--- src/rtl/tsn_timer_pkg.sv ---
`default_nettype none
// ============================================================================
// Module   : tsn_timer_pkg
// Brief    : Shared defaults, correction FSM state and helpers for the
//            picoTSN local time base.
// Revision : 1.0
// ============================================================================
package tsn_timer_pkg;

    localparam int c_DEF_TIME_W       = 32;
    localparam int c_DEF_N_PORTS      = 4;
    localparam int c_DEF_SYNC_BITS    = 16;
    localparam int c_DEF_DEB_LEN      = 16;
    localparam int c_DEF_SLEW_THRESH  = 8;
    localparam int c_DEF_LOCK_THRESH  = 4;
    localparam int c_DEF_LOCK_CNT     = 8;
    localparam int c_DEF_REPORT_EVERY = 190;
    localparam int c_DEF_OUT_W        = 12;

    // Offsets are sign-extended to this width so that the magnitude of the
    // most negative TIME_W value is still representable.
    localparam int c_ABS_W = 64;

    typedef enum logic [0:0] {
        IDLE = 1'b0,
        SLEW = 1'b1
    } state_t;

    function automatic logic [c_ABS_W-1:0] abs_signed(input logic [c_ABS_W-1:0] v);
        return v[c_ABS_W-1] ? (~v + c_ABS_W'(1)) : v;
    endfunction

endpackage
`default_nettype wire

--- src/rtl/sync_debounce.sv ---
`default_nettype none
// ============================================================================
// Module   : sync_debounce
// Brief    : Shift-register debouncer; accepts a level after DEB_LEN equal
//            samples and flags each change of the accepted level.
// Revision : 1.0
// ============================================================================
module sync_debounce
    import tsn_timer_pkg::*;
#(
    parameter int DEB_LEN = c_DEF_DEB_LEN
) (
    input  logic clk,
    input  logic rst_n,
    input  logic raw,
    output logic level,
    output logic edge_det
);

    logic [DEB_LEN-1:0] r_shift;
    logic               r_level_d;

    // The first shift stage doubles as the sampling flop for asynchronous
    // inputs; a metastable sample can only delay acceptance by one cycle.
    always_ff @(posedge clk or negedge rst_n) begin
        if (!rst_n) begin
            r_shift   <= '0;
            level     <= 1'b0;
            r_level_d <= 1'b0;
        end else begin
            r_shift   <= {r_shift[DEB_LEN-2:0], raw};
            r_level_d <= level;
            if (&r_shift) begin
                level <= 1'b1;
            end else if (~|r_shift) begin
                level <= 1'b0;
            end
        end
    end

    assign edge_det = level ^ r_level_d;

endmodule
`default_nettype wire

--- src/rtl/tsn_sync_timer.sv ---
`default_nettype none
// ============================================================================
// Module   : tsn_sync_timer
// Brief    : Local time base with four-timestamp offset correction (step or
//            slew), lock detection, sync output and phase reporting.
// Revision : 1.0
// ============================================================================
module tsn_sync_timer
    import tsn_timer_pkg::*;
#(
    parameter int TIME_W       = c_DEF_TIME_W,
    parameter int N_PORTS      = c_DEF_N_PORTS,
    parameter int SYNC_BITS    = c_DEF_SYNC_BITS,
    parameter int DEB_LEN      = c_DEF_DEB_LEN,
    parameter int SLEW_THRESH  = c_DEF_SLEW_THRESH,
    parameter int LOCK_THRESH  = c_DEF_LOCK_THRESH,
    parameter int LOCK_CNT     = c_DEF_LOCK_CNT,
    parameter int REPORT_EVERY = c_DEF_REPORT_EVERY,
    parameter int OUT_W        = c_DEF_OUT_W
) (
    input  logic                        clk,
    input  logic                        rst_n,
    input  logic [N_PORTS-1:0]          update_time_valid,
    input  logic [N_PORTS*4*TIME_W-1:0] update_time,
    output logic [TIME_W-1:0]           local_time,
    input  logic                        time_int_i,
    output logic                        time_int_o,
    output logic                        offset_time_valid_o,
    output logic [OUT_W-1:0]            offset_time_o,
    output logic                        adj_busy,
    output logic [TIME_W-1:0]           last_offset,
    output logic                        locked
);

    localparam int c_LC_W  = $clog2(LOCK_CNT + 1);
    localparam int c_EC_W  = $clog2(REPORT_EVERY + 1);
    localparam int c_RES_W = $clog2(SLEW_THRESH + 1);

    localparam logic [TIME_W-1:0]  c_ONE     = TIME_W'(1);
    localparam logic [TIME_W-1:0]  c_TWO     = TIME_W'(2);
    localparam logic [c_LC_W-1:0]  c_LC_MAX  = c_LC_W'(LOCK_CNT);
    localparam logic [c_EC_W-1:0]  c_EC_LAST = c_EC_W'(REPORT_EVERY - 1);
    localparam logic [c_RES_W-1:0] c_RES_ONE = c_RES_W'(1);

    logic [TIME_W-1:0] w_off [N_PORTS];
    logic              w_v3  [N_PORTS];

    for (genvar p = 0; p < N_PORTS; p++) begin : g_port
        logic [TIME_W-1:0] w_t0, w_t1, w_t2, w_t3;
        logic [TIME_W-1:0] r_a, r_b, r_s, r_off;
        logic              r_v1, r_v2, r_v3;

        assign {w_t0, w_t1, w_t2, w_t3} = update_time[p*4*TIME_W +: 4*TIME_W];

        always_ff @(posedge clk or negedge rst_n) begin
            if (!rst_n) begin
                r_a   <= '0;
                r_b   <= '0;
                r_s   <= '0;
                r_off <= '0;
                r_v1  <= 1'b0;
                r_v2  <= 1'b0;
                r_v3  <= 1'b0;
            end else begin
                r_a   <= w_t0 - w_t1;
                r_b   <= w_t3 - w_t2;
                r_v1  <= update_time_valid[p];
                r_s   <= r_a + r_b;
                r_v2  <= r_v1;
                r_off <= $signed(r_s) >>> 1;
                r_v3  <= r_v2;
            end
        end

        assign w_off[p] = r_off;
        assign w_v3[p]  = r_v3;
    end

    logic               w_sel_v;
    logic [TIME_W-1:0]  w_sel_off;
    logic [c_ABS_W-1:0] w_abs;
    logic               w_big;
    logic               w_inlock;
    logic [c_LC_W-1:0]  w_lock_nxt;

    state_t             r_state;
    logic [c_RES_W-1:0] r_residual;
    logic               r_dir_neg;
    logic [c_LC_W-1:0]  r_lock_cnt;

    // Later ports overwrite earlier ones, so the highest valid index wins.
    always_comb begin
        w_sel_v   = 1'b0;
        w_sel_off = '0;
        for (int p = 0; p < N_PORTS; p++) begin
            if (w_v3[p]) begin
                w_sel_v   = 1'b1;
                w_sel_off = w_off[p];
            end
        end
        w_abs    = abs_signed({{(c_ABS_W-TIME_W){w_sel_off[TIME_W-1]}}, w_sel_off});
        w_big    = w_abs > c_ABS_W'(SLEW_THRESH);
        w_inlock = w_abs <= c_ABS_W'(LOCK_THRESH);

        w_lock_nxt = r_lock_cnt;
        if (w_sel_v) begin
            if (!w_inlock) begin
                w_lock_nxt = '0;
            end else if (r_lock_cnt != c_LC_MAX) begin
                w_lock_nxt = r_lock_cnt + c_LC_W'(1);
            end
        end
    end

    always_ff @(posedge clk or negedge rst_n) begin
        if (!rst_n) begin
            local_time  <= '0;
            r_state     <= IDLE;
            r_residual  <= '0;
            r_dir_neg   <= 1'b0;
            adj_busy    <= 1'b0;
            last_offset <= '0;
            r_lock_cnt  <= '0;
            locked      <= 1'b0;
        end else begin
            local_time <= local_time + c_ONE;
            r_lock_cnt <= w_lock_nxt;
            locked     <= (w_lock_nxt == c_LC_MAX);
            if (w_sel_v) begin
                last_offset <= w_sel_off;
                if (w_big) begin
                    local_time <= local_time + c_ONE + w_sel_off;
                    r_state    <= IDLE;
                    r_residual <= '0;
                    adj_busy   <= 1'b0;
                end else if (w_abs == '0) begin
                    r_state    <= IDLE;
                    r_residual <= '0;
                    adj_busy   <= 1'b0;
                end else begin
                    r_state    <= SLEW;
                    r_residual <= w_abs[c_RES_W-1:0];
                    r_dir_neg  <= w_sel_off[TIME_W-1];
                    adj_busy   <= 1'b1;
                end
            end else if (r_state == SLEW) begin
                local_time <= r_dir_neg ? local_time : local_time + c_TWO;
                r_residual <= r_residual - c_RES_ONE;
                if (r_residual == c_RES_ONE) begin
                    r_state  <= IDLE;
                    adj_busy <= 1'b0;
                end
            end
        end
    end

    always_ff @(posedge clk or negedge rst_n) begin
        if (!rst_n) begin
            time_int_o <= 1'b0;
        end else begin
            time_int_o <= local_time[SYNC_BITS];
        end
    end

    logic w_lvl_in, w_edge_in, w_lvl_out, w_edge_out;

    sync_debounce #(.DEB_LEN(DEB_LEN)) u_deb_in (
        .clk      (clk),
        .rst_n    (rst_n),
        .raw      (time_int_i),
        .level    (w_lvl_in),
        .edge_det (w_edge_in)
    );

    sync_debounce #(.DEB_LEN(DEB_LEN)) u_deb_out (
        .clk      (clk),
        .rst_n    (rst_n),
        .raw      (time_int_o),
        .level    (w_lvl_out),
        .edge_det (w_edge_out)
    );

    logic                 w_any_edge;
    logic [OUT_W-1:0]     w_phase;
    logic [SYNC_BITS-1:0] r_cnt;
    logic [c_EC_W-1:0]    r_edge_cnt;

    assign w_any_edge = w_edge_in | w_edge_out;
    // Past half a sync period the distance is measured from the other side.
    assign w_phase    = r_cnt[SYNC_BITS-1] ? ~r_cnt[OUT_W-1:0] : r_cnt[OUT_W-1:0];

    always_ff @(posedge clk or negedge rst_n) begin
        if (!rst_n) begin
            r_cnt               <= '0;
            r_edge_cnt          <= '0;
            offset_time_valid_o <= 1'b0;
            offset_time_o       <= '0;
        end else begin
            r_cnt               <= r_cnt + SYNC_BITS'(1);
            offset_time_valid_o <= 1'b0;
            if (w_any_edge) begin
                r_cnt <= '0;
                if (r_edge_cnt == c_EC_LAST) begin
                    offset_time_valid_o <= 1'b1;
                    offset_time_o       <= w_phase;
                    r_edge_cnt          <= '0;
                end else begin
                    r_edge_cnt <= r_edge_cnt + c_EC_W'(1);
                end
            end
            if (|update_time_valid) begin
                r_edge_cnt <= c_EC_LAST;
            end
        end
    end

endmodule
`default_nettype wire

--- config.mk ---
export PLATFORM = sky130hd
export DESIGN_NAME = tsn_sync_timer
export DESIGN_NICKNAME = d
export VERILOG_FILES = /design/src/rtl/tsn_timer_pkg.sv /design/src/rtl/sync_debounce.sv /design/src/rtl/tsn_sync_timer.sv
export SDC_FILE = /design/constraint.sdc
export NUM_CORES = 2
export LEC_CHECK = 0
export BUFFER_PORTS_ARGS = -buffer_cell sky130_fd_sc_hd__clkbuf_2
export CAP_MARGIN = 10
export CORE_MARGIN = 2
export CORE_UTILIZATION = 63
export DETAILED_ROUTE_END_ITERATION = 10
export PLACE_DENSITY_LB_ADDON = 0.08
export SYNTH_ARGS = -nofsm -noshare
export SYNTH_HDL_FRONTEND = slang
export SYNTH_HIERARCHICAL = 1
export SYNTH_SLANG_ARGS = --single-unit
--- constraint.sdc ---
create_clock -name clk -period 13.7 [get_ports clk]
set_input_delay 2.055 -clock clk [delete_from_list [all_inputs] [get_ports clk]]
set_output_delay 2.055 -clock clk [all_outputs]
set_load 0.05 [all_outputs]
# [Word level (Yosys, flattened, before mapping)]
# Index checks and enable logic that the tools add are counted.
[word_totals] input_bits=519 wordCells=134 ramBits=0 latchBits=0 romBits=0 mem_count=0 ff_bits=670
[op_classes] reduce_logical=12 bitwise=7 n_div=0 n_addsub=20 shifts=0 n_eq_ne=7 multipliers=0 order_cmp=2 muxes=39
[op_table] op="32-bit two-way mux" n=8
[op_table] op="32-bit subtractor" n=8
[op_table] op="32-bit adder" n=5
[op_table] op="64-bit by 1-bit adder with 64-bit output, second input constant" n=1
[op_table] op="64-bit by 4-bit > comparator with 1-bit output, second input constant" n=1
[op_table] op="64-bit by 3-bit less-or-equal comparator with 1-bit output, second input constant" n=1
[op_table] op="64-bit zero test" n=1
[op_table] op="64-bit two-way mux" n=1
[op_table] op="64-bit inverter" n=1
[op_table] op="32-bit by 1-bit adder with 32-bit output, second input constant" n=1
[op_table] op="32-bit by 2-bit adder with 32-bit output, second input constant" n=1
[op_table] op="16-bit AND reduction" n=2
[op_table] op="16-bit OR reduction" n=2
[op_table] op="4-bit two-way mux" n=7
[op_table] op="8-bit two-way mux" n=3
[op_table] op="1-bit two-way mux" n=18
[op_table] op="16-bit by 1-bit adder with 16-bit output, second input constant" n=1
[op_table] op="16-bit two-way mux" n=1
[op_table] op="12-bit two-way mux" n=1
[op_table] op="12-bit inverter" n=1
[op_table] op="8-bit by 1-bit adder with 8-bit output, second input constant" n=1
[op_table] op="8-bit == test, second input constant" n=1
[op_table] op="2-bit nonzero test" n=3
[op_table] op="4-bit by 1-bit adder with 4-bit output, second input constant" n=1
[op_table] op="other kinds (12)" n=16

# [Logic depth before layout (Yosys ltp)]
[logic_depth] depth_word=11 mapped_depth=21

# [Cells and area by module]
# The synthesis kept the hierarchy.
[modules_own_cells] mod="tsn_sync_timer" area_per_inst_um2=40587.7 cells_each=4355 instances=1
[modules_own_cells] mod="sync_debounce" area_per_inst_um2=554.3 cells_each=30 instances=2

# [Worst setup path after synthesis]
# Ideal clock, no wire load.
[synth_timing] path_type="input port to flip-flop" start="input update_time[290]" end="register g_port[2].r_b[30]" t_required_ns=13.620 setup_time_ns=0.080 arrival_time_ns=4.815 path_slack_ns=8.805 cell_stages=14 cell_sequence="inv_1 ha_1 nor2b_1 o21a_1 o21ai_0 or4b_2 a311oi_1 o31ai_1 a21oi_1 a21oi_1 a21boi_0 o211ai_1 o211ai_1 xnor2_1"
[synth_between] elab_chain_cells=1
[synth_rtl] item="start, declared" line="tsn_sync_timer.sv:24" source="input logic [N_PORTS*4*TIME_W-1:0] update_time,"
[synth_rtl] item="32-bit subtractor" line="tsn_sync_timer.sv:66" source="r_b <= w_t3 - w_t2;"
[synth_rtl] item="end signal, assigned" line="tsn_sync_timer.sv:66"
[synth_rtl] item="end, declared" line="tsn_sync_timer.sv:50" source="logic [TIME_W-1:0] r_a, r_b, r_s, r_off;"
# No other way between the ends.
# A chain may end at the register's enable or synchronous reset.

# [Worst setup path in the final report]
[layout_timing] start="register local_time[2]" end="register local_time[29]"
[layout_between] elab_chain_cells=4
[layout_rtl] item="start, declared" line="tsn_sync_timer.sv:25" source="output logic [TIME_W-1:0] local_time,"
[layout_rtl] item="start signal, assigned" line="tsn_sync_timer.sv:126" source="local_time <= local_time + c_ONE;"
[layout_rtl] item="start signal, assigned" line="tsn_sync_timer.sv:132" source="local_time <= local_time + c_ONE + w_sel_off;"
[layout_rtl] item="start signal, assigned" line="tsn_sync_timer.sv:147" source="local_time <= r_dir_neg ? local_time : local_time + c_TWO;"
[layout_rtl] item="32-bit by 1-bit adder with 32-bit output or 32-bit by 2-bit adder with 32-bit output (tied branches)" line="tsn_sync_timer.sv:126, tsn_sync_timer.sv:132, tsn_sync_timer.sv:147"
[layout_rtl] item="32-bit adder or 32-bit two-way mux (tied branches)" line="tsn_sync_timer.sv:132, tsn_sync_timer.sv:147"
[layout_rtl] item="32-bit two-way mux (on tied branches)" line="tsn_sync_timer.sv:131, tsn_sync_timer.sv:146"
[layout_rtl] item="32-bit two-way mux (*)" line="tsn_sync_timer.sv:129" source="if (w_sel_v) begin"
# Mark *: on every way between the ends. The rest lies on a longest branch, timed or not. The select of a mux whose other input is x is not followed.

==> results.toml <==
[status]
status = "finished, final reports clean"

[power_and_ir_drop]
ir_drop_mv = 0.1122
power_density_mw_per_mm2 = 190.0
p_leak_nw = 23.77

[sta]
finalSetupViolCount = 0
worst_pin_slew_ns = 1.338
holdWs_ns = 0.3445
final-max-slew-violation-count = 0
hold_violations = 0
timing.fmax_ghz = 0.1797
tns_ns = 0
relSlewSlack = 0.09970
min_period_ns = 5.564
period_share = 0.4061
rsz0062_at_grt = "no"
skew_ns = 0.02356

[global_route]
grt_overflow_total = 0
grt_pass1_vias = 33178
grt_pass1_wl_um = 173800
antenna_found_initial = 2
track_usage = 0.3204
grt_start_max_net_pins = 155

[yosys]
seq_area_frac_synth = 0.3991
synth_cell_types = 109
syn_area_mm2 = 0.04170
synth_edf_count = 0
syn_inst = 4415
synth_flop_cell = "dfrtp_1"
syn_nets = 5356
avgSynthCellArea_um2 = 9.444
yosys_warnings = 6
async_flop_share = 1.000
ys_seq_elements = 665

[route]
drtIter0Drc = 2789
avgViaCountPerCell = 5.849
drc_errors = 0
route.detailed.wl_per_inst_um = 18.61
vias = 34780
first_pass_iters = 5
ant_nets = 0
wirelength_um = 110700

[cells_and_area]
diodes = 0
final_util = 0.7306
area.growth.synth_to_final_pct = 15.00
final_common_cell = "dfrtp_1"
design_area_mm2 = 0.04795
fill_cells = 4985
nets = 5972
mostFrequentLayoutCells = "665 x dfrtp_1, 597 x clkbuf_2, 417 x inv_1, 409 x ha_1, 345 x a21oi_1"
instances_no_fill = 5946
drive_above_1_share = 0.1637

[placement]
hpwl_um = 86200
dp.cells = 5824
postPlaceCellArea_mm2 = 0.04560
place.gp.congestion = 0.9596
port_buffers = 598

[setup_path]
cp-end-kind = "flip-flop"
reg2regPathDepth = 20
startpoint = "local_time[2]$_DFFE_PN0N_"
critPathCapture = "local_time[29]$_DFFE_PN0N_"
cp_data_required_time_ns = 14.18
worstPathMaxFanout = 7
path_class = "flip-flop to flip-flop"
timing.rr.end = "local_time[29]$_DFFE_PN0N_"
r2r_start = "local_time[2]$_DFFE_PN0N_"
critPathLaunchType = "flip-flop"
r2r_setup_slack_ns = 8.14
crit_arrival_ns = 6.04

[die]
core_area_mm2 = 0.06563
die_w_um = 261.3
io_pins = 599
dieArea_mm2 = 0.06826
die_h_um = 261.3
initial_core_util = 0.6353
rows = 94

[min_path]
hold_path.class = "flip-flop to flip-flop"

[cts]
clk_pin_slew_ns = 0.06
postCtsSetupBuffers = 0
htreeDepth = 3
clock_latency_ns = 0.61
cts_hold_buf = 0
cts_tree = "done"
post_cts_resize_count = 0
root_buffer = "clkbuf_16"
cts.sinks = 665
cts_buffer_depth = 3
numCtsBuffers = 69

[job]
drv_cap = 0
report_power, final:
group	switching (mW)	internal, mW	total (mW)
logic	2.45	1.59	4.04
clock network	0.800	1.12	1.92
registers	0.496	2.65	3.15
total	3.74	5.37	9.11
synth_stat cells, types with 21 or more instances:
cell        n  area share
a21o_1    148       0.027
o211ai_1   29      0.0052
a31o_2     21      0.0044
o21bai_1   39      0.0070
nand2b_1   58      0.0087
ha_1      409        0.12
nor3_1     77      0.0092
o21ai_0   241       0.029
a21boi_0   33      0.0059
clkbuf_1   44      0.0040
or2_2      28      0.0042
nor2_1    311       0.028
a31oi_1    42      0.0063
xor2_1    125       0.026
nand2_1   301       0.027
dfrtp_1   665        0.40
xnor2_1   299       0.063
nand4_1    35      0.0053
o21a_1     56       0.010
inv_1     417       0.038
nand3_1   101       0.012
a21oi_1   345       0.041
a211oi_1   40      0.0072
o22ai_1    21      0.0032
or3_1      24      0.0036
and2_1     30      0.0045
and3_1     55      0.0083
nor2b_1    67       0.010
cell families after synthesis:
family | count (synthesis) | synth area share
xor+xnor | 424 | 0.08906
compound gates | 1224 | 0.1932
simple gates | 1179 | 0.1415
buf+inv | 493 | 0.04627
mux | 8 | 0.001951
fa+ha+maj | 422 | 0.1290
flops | 665 | 0.3991
state kept, by name (all words and copies together), names as in the netlist, 8 cells and up:
name               flops
r_edge_cnt             8
r_cnt                 16
local_time            32
g_port.r_s           124
offset_time_o         12
g_port.r_b           128
u_deb_out/r_shift     16
g_port.r_off         124
g_port.r_a           128
u_deb_in/r_shift      16
last_offset           31
through the flow:
| step | power [mW] | setup WS (ns) |
|---|---|---|
| floorplan | 5.890 | 8.805 |
| global placement | 7.021 | 7.891 |
| detailed placement | 7.078 | 7.910 |
| CTS | 9.074 | 8.237 |
| global route | 9.634 | 7.627 |
| finish | 9.110 | 8.136 |
worst min-delay path by stage:
stage,start,end,slack [ns],cells after the start
global route,g_port[2].r_s[31]$_DFF_PN0_,g_port[2].r_off[30]$_DFF_PN0_,0.35,0
CTS,g_port[1].r_s[18]$_DFF_PN0_,g_port[1].r_off[17]$_DFF_PN0_,0.35,0
finish,g_port[1].r_s[18]$_DFF_PN0_,g_port[1].r_off[17]$_DFF_PN0_,0.34,0
floorplan,g_port[0].r_s[1]$_DFF_PN0_,g_port[0].r_off[0]$_DFF_PN0_,0.33,0
detailed placement,g_port[0].r_v1$_DFF_PN0_,g_port[0].r_v2$_DFF_PN0_,0.33,0
global placement,g_port[3].r_s[8]$_DFF_PN0_,g_port[3].r_off[7]$_DFF_PN0_,0.33,0
metal layers:
layer | vias up | GRT usage | wire, um
li1 | 16774 | - | -
met1 | 16732 | 0.4273 | 47170
met2 | 1118 | 0.5490 | 54540
met3 | 152 | 0.04675 | 6530
met4 | 4 | 0.08491 | 2408
met5 | - | 0 | 24
final cells by class:
cell class	count	area, um^2	area share
multi-input combinational	3257	23140	0.4825
sequential	665	16640	0.3471
timing repair buffer	618	3166	0.06602
clock buffer	89	1933	0.04032
inverter	420	1577	0.03288
tap	864	1081	0.02255
clock inverter	33	415.4	0.008663
worst max-delay path, cell delays in order, from the launching register on:
cell       delay [ns]
dfrtp_1          0.52
ha_1             0.29
nand3_1          0.19
nor4_1           0.70
nand3_1          0.29
nor2_1           0.22
nand2_1          0.09
xnor2_1          0.24
ha_1             0.33
and3_1           0.26
a211oi_1         0.25
a31oi_1          0.07
o211a_1          0.17
a311oi_1         0.42
o2bb2ai_1        0.26
inv_1            0.13
a211o_1          0.31
a21oi_1          0.19
xnor2_1          0.15
a221oi_2         0.25
o21ai_1          0.09
Note: power is estimated with default switching activity, not from simulation.
